$ cat src/rtl/fetch_pkg.sv
// -----------------------------------------------------------------------------
// fetch_pkg
// Shared types and constants for the instruction prefetch queue.
//   DEFAULT_DEPTH    : default occupancy bound (queue entries + in-flight)
//   NOP_INSTR        : instruction presented when the queue is empty
//   prefetch_state_t : S_BOOT / S_RUN / S_FLUSH
//   fetch_entry_t    : one queued instruction with its pc
// -----------------------------------------------------------------------------
package fetch_pkg;

   localparam int          DEFAULT_DEPTH = 4;
   localparam logic [31:0] NOP_INSTR     = 32'h0000_0013;

   typedef enum logic [1:0] {
      S_BOOT  = 2'd0,
      S_RUN   = 2'd1,
      S_FLUSH = 2'd2
   } prefetch_state_t;

   typedef struct packed {
      logic [31:0] pc;
      logic [31:0] instr;
   } fetch_entry_t;

endpackage

$ cat src/rtl/instr_prefetch_queue_if.sv
// -----------------------------------------------------------------------------
// instr_prefetch_queue_if
// Bundles the redirect, instruction-memory and IF/ID handshake signals.
//   slave  : prefetch queue view (drives requests and the instruction output)
//   master : environment view (memory, redirect source and IF/ID consumer)
// -----------------------------------------------------------------------------
interface instr_prefetch_queue_if;

   logic [31:0] force_pc;
   logic        take_force_pc;
   logic        imem_req_valid;
   logic        imem_req_ready;
   logic [31:0] imem_req_addr;
   logic        imem_rsp_valid;
   logic [31:0] imem_rsp_data;
   logic        out_valid;
   logic        out_ready;
   logic [31:0] out_pc;
   logic [31:0] out_instr;

   modport slave (
      input  force_pc, take_force_pc, imem_req_ready, imem_rsp_valid,
             imem_rsp_data, out_ready,
      output imem_req_valid, imem_req_addr, out_valid, out_pc, out_instr
   );

   modport master (
      output force_pc, take_force_pc, imem_req_ready, imem_rsp_valid,
             imem_rsp_data, out_ready,
      input  imem_req_valid, imem_req_addr, out_valid, out_pc, out_instr
   );

endinterface

$ cat src/rtl/sync_fifo.sv
// -----------------------------------------------------------------------------
// sync_fifo
// Single-clock FIFO with synchronous clear and an occupancy count.
//   clk, reset : clock, asynchronous active-low reset
//   i_clr      : empties the FIFO at the next edge (wins over push/pop)
//   i_push     : write i_wdata (accepted when not full, or full with a pop)
//   i_pop      : drop the head entry (ignored when empty)
//   o_rdata    : head entry (undefined content when empty)
//   o_count    : number of stored entries, 0..DEPTH
// -----------------------------------------------------------------------------
module sync_fifo #(
   parameter  int WIDTH = 32,
   parameter  int DEPTH = 4,
   localparam int AW    = $clog2(DEPTH),
   localparam int CW    = AW + 1
) (
   input  logic             clk,
   input  logic             reset,
   input  logic             i_clr,
   input  logic             i_push,
   input  logic [WIDTH-1:0] i_wdata,
   input  logic             i_pop,
   output logic [WIDTH-1:0] o_rdata,
   output logic [CW-1:0]    o_count
);

   logic [WIDTH-1:0] r_mem [DEPTH];
   logic [AW-1:0]    r_wr_ptr;
   logic [AW-1:0]    r_rd_ptr;
   logic [CW-1:0]    r_count;

   logic w_full;
   logic w_empty;
   logic w_do_push;
   logic w_do_pop;

   assign w_full    = (r_count == CW'(DEPTH));
   assign w_empty   = (r_count == '0);
   assign w_do_push = i_push && (!w_full || i_pop);
   assign w_do_pop  = i_pop && !w_empty;

   // NOTE: sequential state uses non-blocking assignments so every register
   // samples pre-edge values regardless of statement order.
   always_ff @(posedge clk or negedge reset) begin
      if (!reset) begin
         r_wr_ptr <= '0;
         r_rd_ptr <= '0;
         r_count  <= '0;
      end else if (i_clr) begin
         r_wr_ptr <= '0;
         r_rd_ptr <= '0;
         r_count  <= '0;
      end else begin
         if (w_do_push) r_wr_ptr <= r_wr_ptr + 1'b1;
         if (w_do_pop)  r_rd_ptr <= r_rd_ptr + 1'b1;
         r_count <= r_count + CW'(w_do_push) - CW'(w_do_pop);
      end
   end

   // NOTE: storage has no reset; the count and pointers define validity, so
   // the array can map onto plain RAM/flops without a reset tree.
   always_ff @(posedge clk) begin
      if (w_do_push && !i_clr) r_mem[r_wr_ptr] <= i_wdata;
   end

   assign o_rdata = r_mem[r_rd_ptr];
   assign o_count = r_count;

endmodule

$ cat src/rtl/instr_prefetch_queue.sv
// -----------------------------------------------------------------------------
// instr_prefetch_queue
// Fetches sequential instruction words ahead of IF/ID and buffers them.
// Total occupancy (queued + in-flight requests) is bounded by DEPTH. A redirect
// empties the queue, reloads the fetch pc and discards every response of the
// requests still in flight.
//   clk, reset : clock, asynchronous active-low reset
//   bus        : instr_prefetch_queue_if.slave
//                force_pc/take_force_pc       redirect
//                imem_req_valid/ready/addr    fetch request
//                imem_rsp_valid/data          in-order fetch response
//                out_valid/ready/pc/instr     instruction to IF/ID
// Build option: PREFETCH_BYPASS_EN lets a response reach the output in the
// cycle it arrives when the queue is empty.
// -----------------------------------------------------------------------------
module instr_prefetch_queue
   import fetch_pkg::*;
#(
   parameter int          DEPTH    = DEFAULT_DEPTH,
   parameter logic [31:0] RESET_PC = 32'h0000_0000
) (
   input  logic                   clk,
   input  logic                   reset,
   instr_prefetch_queue_if.slave  bus
);

   localparam int          CW      = $clog2(DEPTH) + 1;
   localparam logic [CW:0] DEPTH_W = (CW + 1)'(DEPTH);

   prefetch_state_t r_state;
   logic [31:0]     r_fetch_pc;
   logic [CW-1:0]   r_outstanding;
   logic [CW-1:0]   r_drop_cnt;

   logic          w_req_valid;
   logic          w_fire;
   logic          w_rsp_acc;
   logic          w_rsp_keep;
   logic          w_bypass;
   logic          w_q_push;
   logic          w_q_pop;
   logic          w_q_empty;
   logic [CW-1:0] w_q_count;
   logic [CW-1:0] w_t_count;
   logic [CW-1:0] w_out_next;
   logic [31:0]   w_tag_head;
   logic [31:0]   w_out_pc;
   logic [31:0]   w_out_instr;
   fetch_entry_t  w_q_head;
   fetch_entry_t  w_q_wdata;

   assign w_req_valid = (r_state == S_RUN) &&
                        (({1'b0, w_q_count} + {1'b0, r_outstanding}) < DEPTH_W);
   assign w_fire      = w_req_valid && bus.imem_req_ready;
   // A response with nothing in flight is a protocol error and is ignored.
   assign w_rsp_acc   = bus.imem_rsp_valid && (r_outstanding != '0);
   // Only responses in S_RUN outside a redirect cycle carry live instructions.
   assign w_rsp_keep  = w_rsp_acc && (r_state == S_RUN) && !bus.take_force_pc &&
                        (w_t_count != '0);
   // In-flight count after this edge; also the number to drop on a redirect.
   assign w_out_next  = r_outstanding + CW'(w_fire) - CW'(w_rsp_acc);
   assign w_q_empty   = (w_q_count == '0);

`ifdef PREFETCH_BYPASS_EN
   assign w_bypass = w_rsp_keep && w_q_empty;
`else
   assign w_bypass = 1'b0;
`endif

   assign w_q_wdata = '{pc: w_tag_head, instr: bus.imem_rsp_data};
   assign w_q_pop   = !w_q_empty && bus.out_ready;
   assign w_q_push  = w_rsp_keep && !(w_bypass && bus.out_ready);

   // Pc tags of live requests, consumed in response order.
   sync_fifo #(.WIDTH(32), .DEPTH(DEPTH)) u_tag_fifo (
      .clk     (clk),
      .reset   (reset),
      .i_clr   (bus.take_force_pc),
      .i_push  (w_fire),
      .i_wdata (r_fetch_pc),
      .i_pop   (w_rsp_keep),
      .o_rdata (w_tag_head),
      .o_count (w_t_count)
   );

   sync_fifo #(.WIDTH($bits(fetch_entry_t)), .DEPTH(DEPTH)) u_queue (
      .clk     (clk),
      .reset   (reset),
      .i_clr   (bus.take_force_pc),
      .i_push  (w_q_push),
      .i_wdata (w_q_wdata),
      .i_pop   (w_q_pop),
      .o_rdata (w_q_head),
      .o_count (w_q_count)
   );

   // NOTE: every output of this block gets a value on every path, so no latch
   // is inferred.
   always_comb begin
      w_out_pc    = 32'h0000_0000;
      w_out_instr = NOP_INSTR;
      if (!w_q_empty) begin
         w_out_pc    = w_q_head.pc;
         w_out_instr = w_q_head.instr;
      end else if (w_bypass) begin
         w_out_pc    = w_tag_head;
         w_out_instr = bus.imem_rsp_data;
      end
   end

   assign bus.imem_req_valid = w_req_valid;
   assign bus.imem_req_addr  = r_fetch_pc;
   assign bus.out_valid      = !w_q_empty || w_bypass;
   assign bus.out_pc         = w_out_pc;
   assign bus.out_instr      = w_out_instr;

   always_ff @(posedge clk or negedge reset) begin
      if (!reset) begin
         r_state       <= S_BOOT;
         r_fetch_pc    <= RESET_PC;
         r_outstanding <= '0;
         r_drop_cnt    <= '0;
      end else begin
         r_outstanding <= w_out_next;
         if (bus.take_force_pc) begin
            r_fetch_pc <= bus.force_pc;
            r_drop_cnt <= w_out_next;
            r_state    <= (w_out_next != '0) ? S_FLUSH : S_RUN;
         end else begin
            if (w_fire) r_fetch_pc <= r_fetch_pc + 32'd4;
            case (r_state)
               S_BOOT:  r_state <= S_RUN;
               S_RUN:   ;
               S_FLUSH: begin
                  if (w_rsp_acc) begin
                     r_drop_cnt <= r_drop_cnt - 1'b1;
                     if (r_drop_cnt == CW'(1)) r_state <= S_RUN;
                  end
               end
               default: r_state <= S_BOOT;
            endcase
         end
      end
   end

endmodule

$ cat src/flat_wrapper.sv
// flat-port wrapper written by rule: the top's interface ports become plain ports
module instr_prefetch_queue_flat import fetch_pkg::*;
#(
   parameter int          DEPTH    = DEFAULT_DEPTH,
   parameter logic [31:0] RESET_PC = 32'h0000_0000
)
  (clk, reset, bus_force_pc, bus_take_force_pc, bus_imem_req_ready, bus_imem_rsp_valid, bus_imem_rsp_data, bus_out_ready, bus_imem_req_valid, bus_imem_req_addr, bus_out_valid, bus_out_pc, bus_out_instr);
  instr_prefetch_queue_if bus_i ();
  input  logic clk;
  input  logic reset;
  input wire logic [$bits(bus_i.force_pc)-1:0] bus_force_pc;
  input wire logic [$bits(bus_i.take_force_pc)-1:0] bus_take_force_pc;
  input wire logic [$bits(bus_i.imem_req_ready)-1:0] bus_imem_req_ready;
  input wire logic [$bits(bus_i.imem_rsp_valid)-1:0] bus_imem_rsp_valid;
  input wire logic [$bits(bus_i.imem_rsp_data)-1:0] bus_imem_rsp_data;
  input wire logic [$bits(bus_i.out_ready)-1:0] bus_out_ready;
  output wire logic [$bits(bus_i.imem_req_valid)-1:0] bus_imem_req_valid;
  output wire logic [$bits(bus_i.imem_req_addr)-1:0] bus_imem_req_addr;
  output wire logic [$bits(bus_i.out_valid)-1:0] bus_out_valid;
  output wire logic [$bits(bus_i.out_pc)-1:0] bus_out_pc;
  output wire logic [$bits(bus_i.out_instr)-1:0] bus_out_instr;
  assign bus_i.force_pc = bus_force_pc;
  assign bus_i.take_force_pc = bus_take_force_pc;
  assign bus_i.imem_req_ready = bus_imem_req_ready;
  assign bus_i.imem_rsp_valid = bus_imem_rsp_valid;
  assign bus_i.imem_rsp_data = bus_imem_rsp_data;
  assign bus_i.out_ready = bus_out_ready;
  assign bus_imem_req_valid = bus_i.imem_req_valid;
  assign bus_imem_req_addr = bus_i.imem_req_addr;
  assign bus_out_valid = bus_i.out_valid;
  assign bus_out_pc = bus_i.out_pc;
  assign bus_out_instr = bus_i.out_instr;
  instr_prefetch_queue #(.DEPTH(DEPTH), .RESET_PC(RESET_PC)) u_core (.clk(clk), .reset(reset), .bus(bus_i));
endmodule
$ cat config.mk
export PLATFORM = sky130hd
export DESIGN_NAME = instr_prefetch_queue_flat
export DESIGN_NICKNAME = d
export VERILOG_FILES = /design/src/rtl/fetch_pkg.sv /design/src/rtl/instr_prefetch_queue_if.sv /design/src/rtl/sync_fifo.sv /design/src/rtl/instr_prefetch_queue.sv /design/src/flat_wrapper.sv
export SDC_FILE = /design/constraint.sdc
export NUM_CORES = 1
export LEC_CHECK = 0
export BUFFER_PORTS_ARGS = -buffer_cell sky130_fd_sc_hd__buf_2
export CAP_MARGIN = 10
export CORE_UTILIZATION = 62
export DETAILED_ROUTE_END_ITERATION = 8
export MAX_ROUTING_LAYER = met4
export PLACE_DENSITY_LB_ADDON = 0.08
export SKIP_LAST_GASP = 1
export SYNTH_ARGS = -nofsm -noshare
export SYNTH_HDL_FRONTEND = slang
export SYNTH_SLANG_ARGS = --single-unit
$ cat constraint.sdc
create_clock -name clk -period 5.5 [get_ports clk]
set_input_delay 0.275 -clock clk [delete_from_list [all_inputs] [get_ports clk]]
set_output_delay 0.275 -clock clk [all_outputs]
set_load 0.01 [all_outputs]
Yosys cells after proc, flatten, opt, wreduce, memory -nomap -nowiden

Memories as Yosys holds them, arrays and structs flattened.
Index checks and enable logic that the tools add are counted.

Register bits: 54
Memory bits (writable): 384
Output and inout bits: 98
Word-level logic and storage cells: 95
Memories kept: 2

Add/subtract/negate cells: 13
Magnitude comparators: 1
Equality and inequality tests: 8
Multiplexer cells: 26
Reduce and logical (&&, ||, !) cells: 35

Memories:

| memory                  | depth | bits a word | rd ports | clocked after memory_dff | wr ports | line            | source |
|---|---|---|---|---|---|---|---|
| u_core.u_queue.r_mem    | 4     | 64          | 1        | 0                        | 1        | sync_fifo.sv:27 | `logic [WIDTH-1:0] r_mem [DEPTH];` |
| u_core.u_tag_fifo.r_mem | 4     | 32          | 1        | 0                        | 1        | sync_fifo.sv:27 |  |

Operators with widths:

| cell                  | count |
|---|---|
| $mux 32               | 4 |
| $add 32x3->32 const B | 1 |
| $mux 2                | 12 |
| $mux 3                | 5 |
| $reduce_bool 2->1     | 7 |
| $logic_and 1x1->1     | 13 |
| $add 3x1->3           | 3 |
| $reduce_bool 3->1     | 3 |
| $sub 3x1->3           | 3 |
| $add 2x1->2 const B   | 4 |
| $eq 3x3->1 const B    | 2 |
| $logic_not 3->1       | 2 |
| $ne 3x2->1 const B    | 2 |
| $pmux 2 s3            | 1 |
| $logic_not 1->1       | 5 |
| $add 3x3->4           | 1 |
| $lt 4x3->1 const B    | 1 |
| $mux 1                | 4 |
| $eq 3x1->1 const B    | 1 |
| $reduce_and 3->1      | 1 |
| $sub 3x1->3 const B   | 1 |
| $eq 2x1->1 const B    | 1 |
| $eq 2x2->1 const B    | 1 |
| $logic_not 2->1       | 1 |
| 3 further kinds       | 4 |

Depth between registers and ports, before layout

Depth after elaboration: 10
Depth in mapped cells: 13
Depth with buffers taken out: 12

Modules after synthesis

From an unflattened synthesis, not the netlist that was laid out.

Cells, all modules: 906
Area total of the unflattened synthesis: 17630.7 um^2

Modules (own cells, without submodules):

| module                        | instances | cells an instance | area an instance (um^2) |
|---|---|---|---|
| sync_fifo (u_core.u_queue)    | 1         | 378               | 9695.5 |
| sync_fifo (u_core.u_tag_fifo) | 1         | 212               | 5146.2 |
| instr_prefetch_queue          | 1         | 316               | 2788.9 |

Worst setup path after synthesis

Ideal clock, no wire load.

Path type: register to register
Start point: reg u_core.r_outstanding[1]
End point: mem u_core.u_queue.r_mem[0][0] (netlist name) (enable)
Arrival: 3004 ps
Data required time: 5071 ps
Slack: 2068 ps
Stages on the path, launching flop included: 6
Path buffers: 1
Cell sequence: dfrtp_1 -> o31ai_1 -> or4_1 -> clkbuf_1 -> nor2_1 -> and2_1

Longest elaborated chain between the ends: 9

RTL lines:

| element                         | line                        | source |
|---|---|---|
| start, declared                 | instr_prefetch_queue.sv:32  | `logic [CW-1:0] r_outstanding;` |
| start signal, assigned          | instr_prefetch_queue.sv:124 | `r_outstanding <= w_out_next;` |
| $reduce_bool 3->1               | instr_prefetch_queue.sv:56  | `assign w_rsp_acc = bus.imem_rsp_valid && (r_outstanding != '0);` |
| $logic_and 1x1->1               | instr_prefetch_queue.sv:56  |  |
| $logic_and 1x1->1 (3 in series) | instr_prefetch_queue.sv:58  | `assign w_rsp_keep = w_rsp_acc && (r_state == S_RUN) && !bus.take_force_pc &&` |
| $logic_and 1x1->1               | sync_fifo.sv:39             | `assign w_do_push = i_push && (!w_full \|\| i_pop);` |
| $logic_and 1x1->1               | sync_fifo.sv:63             | `if (w_do_push && !i_clr) r_mem[r_wr_ptr] <= i_wdata;` |
| $mux 1                          | sync_fifo.sv:63             |  |
| $mux 1 (implied by the code)    | sync_fifo.sv:63             |  |
| end, declared                   | sync_fifo.sv:27             |  |

Every way passes these cells.

Worst setup path after layout

Start point: reg u_core.u_queue.r_count[0] (netlist: u_core.u_queue.o_count[0])
End point: reg u_core.u_queue.r_count[2] (netlist: u_core.u_queue.o_count[2])

Longest elaborated chain between the ends: 8
Elaborated cells between the ends (all ways): 11

RTL lines:

| element                | line                                        | source |
|---|---|---|
| start, declared        | sync_fifo.sv:30                             | `logic [CW-1:0] r_count;` |
| start signal, assigned | sync_fifo.sv:56                             | `r_count <= r_count + CW'(w_do_push) - CW'(w_do_pop);` |
| $logic_not 3->1        | sync_fifo.sv:38, instr_prefetch_queue.sv:62 |  |
| $logic_not 1->1        | sync_fifo.sv:40, instr_prefetch_queue.sv:71 |  |
| $logic_and 1x1->1      | instr_prefetch_queue.sv:71                  | `assign w_q_pop = !w_q_empty && bus.out_ready;` |
| $logic_or 1x1->1       | sync_fifo.sv:39                             |  |
| $logic_and 1x1->1      | sync_fifo.sv:39                             |  |
| $add 3x1->3            | sync_fifo.sv:56                             |  |
| $sub 3x1->3 *          | sync_fifo.sv:56                             |  |
| $mux 3 *               | sync_fifo.sv:49                             | `end else if (i_clr) begin` |

Mark *: on every way between the ends. The rest lies on a longest branch, timed or not.
A chain may end at the register's enable or synchronous reset.

==> results.cfg <==
[sta]
slew_headroom = 0.316
period_share = 0.638
report.final.hold_viol_count = 0
tightest_slew_ns = 1.03
finalSetupTns_ns = 0
max_freq_mhz = 285
rsz0062_at_grt = no
fin_worst_skew_ns = 0.0154
layout_setup_ws_ns = 1.99
fin_crit_ns = 3.51
drv_slew = 0
finalSetupViolCount = 0

[layout]
fillers = 1650
fin_area_sq_um = 20800
fin_cells = 1586
nNetsFinal = 1266
seq_area_sq_um = 12900
syn_to_final_growth_pct = 17.7
multi_input_area_sq_um = 4470
drive_above_1_share = 0.294
n_antenna_cell = 0
utilization = 0.746

[pwr]
vdd_ir_drop_max_v = 0.000216
cellPowerDensity_nw_per_um2 = 406
power.leakage_nw = 7.21

[synthesis]
ys_seq_elements = 438
ys_top_cells_by_area = edfxtp_1 65%, mux4_2 12%, dfrtp_1 7.7%
synth.avg_cell_area_sq_um = 18.5
yosysSeqAreaShare = 0.730
syn_nets = 1044
yosysTopAreaCell = edfxtp_1
yosysTopAreaCellShare = 0.653
yosysMostFrequentCell = edfxtp_1
syn_area_sq_um = 17700
synth_edf_count = 384
yosysWarnings = 0
syn_inst = 952
synth_flop_cell = edfxtp_1
synth_cell_types = 53
synth-async-reset-ratio = 0.123
synthTopCellsByCount = 384 x edfxtp_1, 96 x mux4_2, 68 x and2_1

[placed_design]
dp_hpwl_um = 19300
port_buffers = 167
place_area_sq_um = 18800
dp.cells = 1459
pre_cts_ws_ns = 1.96
gp_congestion = 0.818

[setup_path]
critical_path.max_fanout = 64
worstPathRequired_ns = 5.88
startpoint_type = register
path_class = reg -> reg
cp-end-kind = register
critPathArrivalTime_ns = 3.89

[routing]
wl_um = 33400
wire_per_inst_um = 21.1
drtIter0Drc = 674
route.detailed.drc = 0
vias = 9352
antenna_left = 0
dr.pass1.iters = 4
viasPerCell = 5.90

[hold_path]
min_path_type = in -> reg

[floorplanning]
coreArea_sq_um = 27900
floorplan.initialDensity = 0.634
rows = 61
ios = 168
die_w_um = 171
die_h_um = 171
die-area_sq_um = 29200

[clock_tree]
cts-htree-levels = 2
numCtsBuffers = 43
clkTransAtPathRegs_ns = 0.06
cts_repair_resize_count = 0
clock-sinks = 438
clockBufferDepth = 3
clk_latency_ns = 0.53
cts_tree = done
cts_root_buf = clkbuf_16

[global_routing]
grt_max_degree = 69
grt_pass1_vias = 9523
antenna_found_initial = 0
grt_pass1_wl_um = 52200
grt_use_total = 0.246
overflow = 0

[run_status]
run_status = finished, final reports clean

[flow_run]
drv_cap = 0
-- final timing paths --
kind	startpoint	to	cells after the start	slack, ns
min	bus_force_pc[18]	u_core.bus.imem_req_addr[18]	3	0.01
max	u_core.u_queue.o_count[0]	u_core.u_queue.o_count[2]	11	1.99
max reg2reg	u_core.u_queue.o_count[0]	u_core.u_queue.o_count[2]	11	1.99
min in group asynchronous	reset	u_core.bus.imem_req_addr[0]	2	0.13
max in group asynchronous	reset	u_core.u_queue.r_rd_ptr[0]	3	4.41
min reg2reg	u_core.r_state[0]	u_core.r_state[0]	1	0.50
-- layout by cell type, fill, tap and decap left out, drive strengths merged, types with 9 or more instances in the layout --
master       count
o31ai           10
ha              19
nor2b            9
and2            68
buf            177
clkinv          17
clkbuf          57
dfrtp           54
or4             13
inv             27
nand2           25
nor2            31
nand4           12
mux4            96
a31oi           15
edfxtp         384
nand3           23
o21ai           19
dlygate4sd3     48
-- sequential cells by signal (all words and copies together), names as in the netlist --
register	flops
u_core.u_queue.o_count	3
u_core.r_state	2
u_core.u_tag_fifo.r_rd_ptr	2
u_core.u_queue.r_mem	256
u_core.u_queue.r_rd_ptr	2
u_core.r_outstanding	3
u_core.r_drop_cnt	3
u_core.bus.imem_req_addr	32
u_core.u_tag_fifo.r_wr_ptr	2
u_core.u_tag_fifo.o_count	3
u_core.u_tag_fifo.r_mem	128
u_core.u_queue.r_wr_ptr	2
-- power breakdown --
part,internal [mW],total (mW),switching (mW)
registers,3.70,3.92,0.220
logic,0.775,1.54,0.763
clock network,1.81,2.98,1.17
total,6.29,8.44,2.15
-- what timing repair did --
action,CTS,global route
hold buffers,48,0
setup endpoints to repair,0,0
setup buffers,0,0
endpoints found under the hold margin,147,0
-- logic make-up after synthesis --
family                   count (synthesis)  share of synthesized area
flip-flops                             438                      0.730
AND/OR/NAND/NOR                        229                     0.0756
multiplexers                           104                      0.127
buffers and inverters                   76                     0.0176
AO/OA/AOI/OAI                           69                     0.0259
adder cells (fa/ha/maj)                 22                     0.0169
XOR/XNOR                                14                    0.00695
-- final cells by class --
cell class | instances | share of cell area
clock inverter | 22 | 0.0120
timing repair buffer | 225 | 0.0670
multi-input combinational | 438 | 0.215
sequential | 438 | 0.620
inverter | 28 | 0.00506
tap | 378 | 0.0228
clock buffer | 57 | 0.0578
-- worst max-delay path, stage by stage (launching register included) --
cell and delay, ns:
dfrtp_1 0.42, nor3_1 0.67, inv_2 0.62, and2_1 0.39
ha_1 0.29, inv_1 0.06, ha_1 0.13, inv_1 0.04
fa_1 0.37, xor2_1 0.18, xnor2_1 0.13, nor2_1 0.05
-- stage by stage --
step                hold WS, ns  power (mW)
floorplan               -0.0206        4.95
global placement          0.120        5.51
detailed placement        0.119        5.53
CTS                     0.00239        8.51
global route             0.0144        8.79
finish                   0.0147        8.44
-- per-layer routing --
layer | GRT usage | routed length, um | vias to the layer above
li1 | - | - | 4246
met1 | 0.339 | 14400 | 4759
met2 | 0.399 | 16700 | 306
met3 | 0.0287 | 1760 | 41
met4 | 0.0615 | 556 | 0
met5 | - | 0 | -
(Power assumes the default switching activity.)
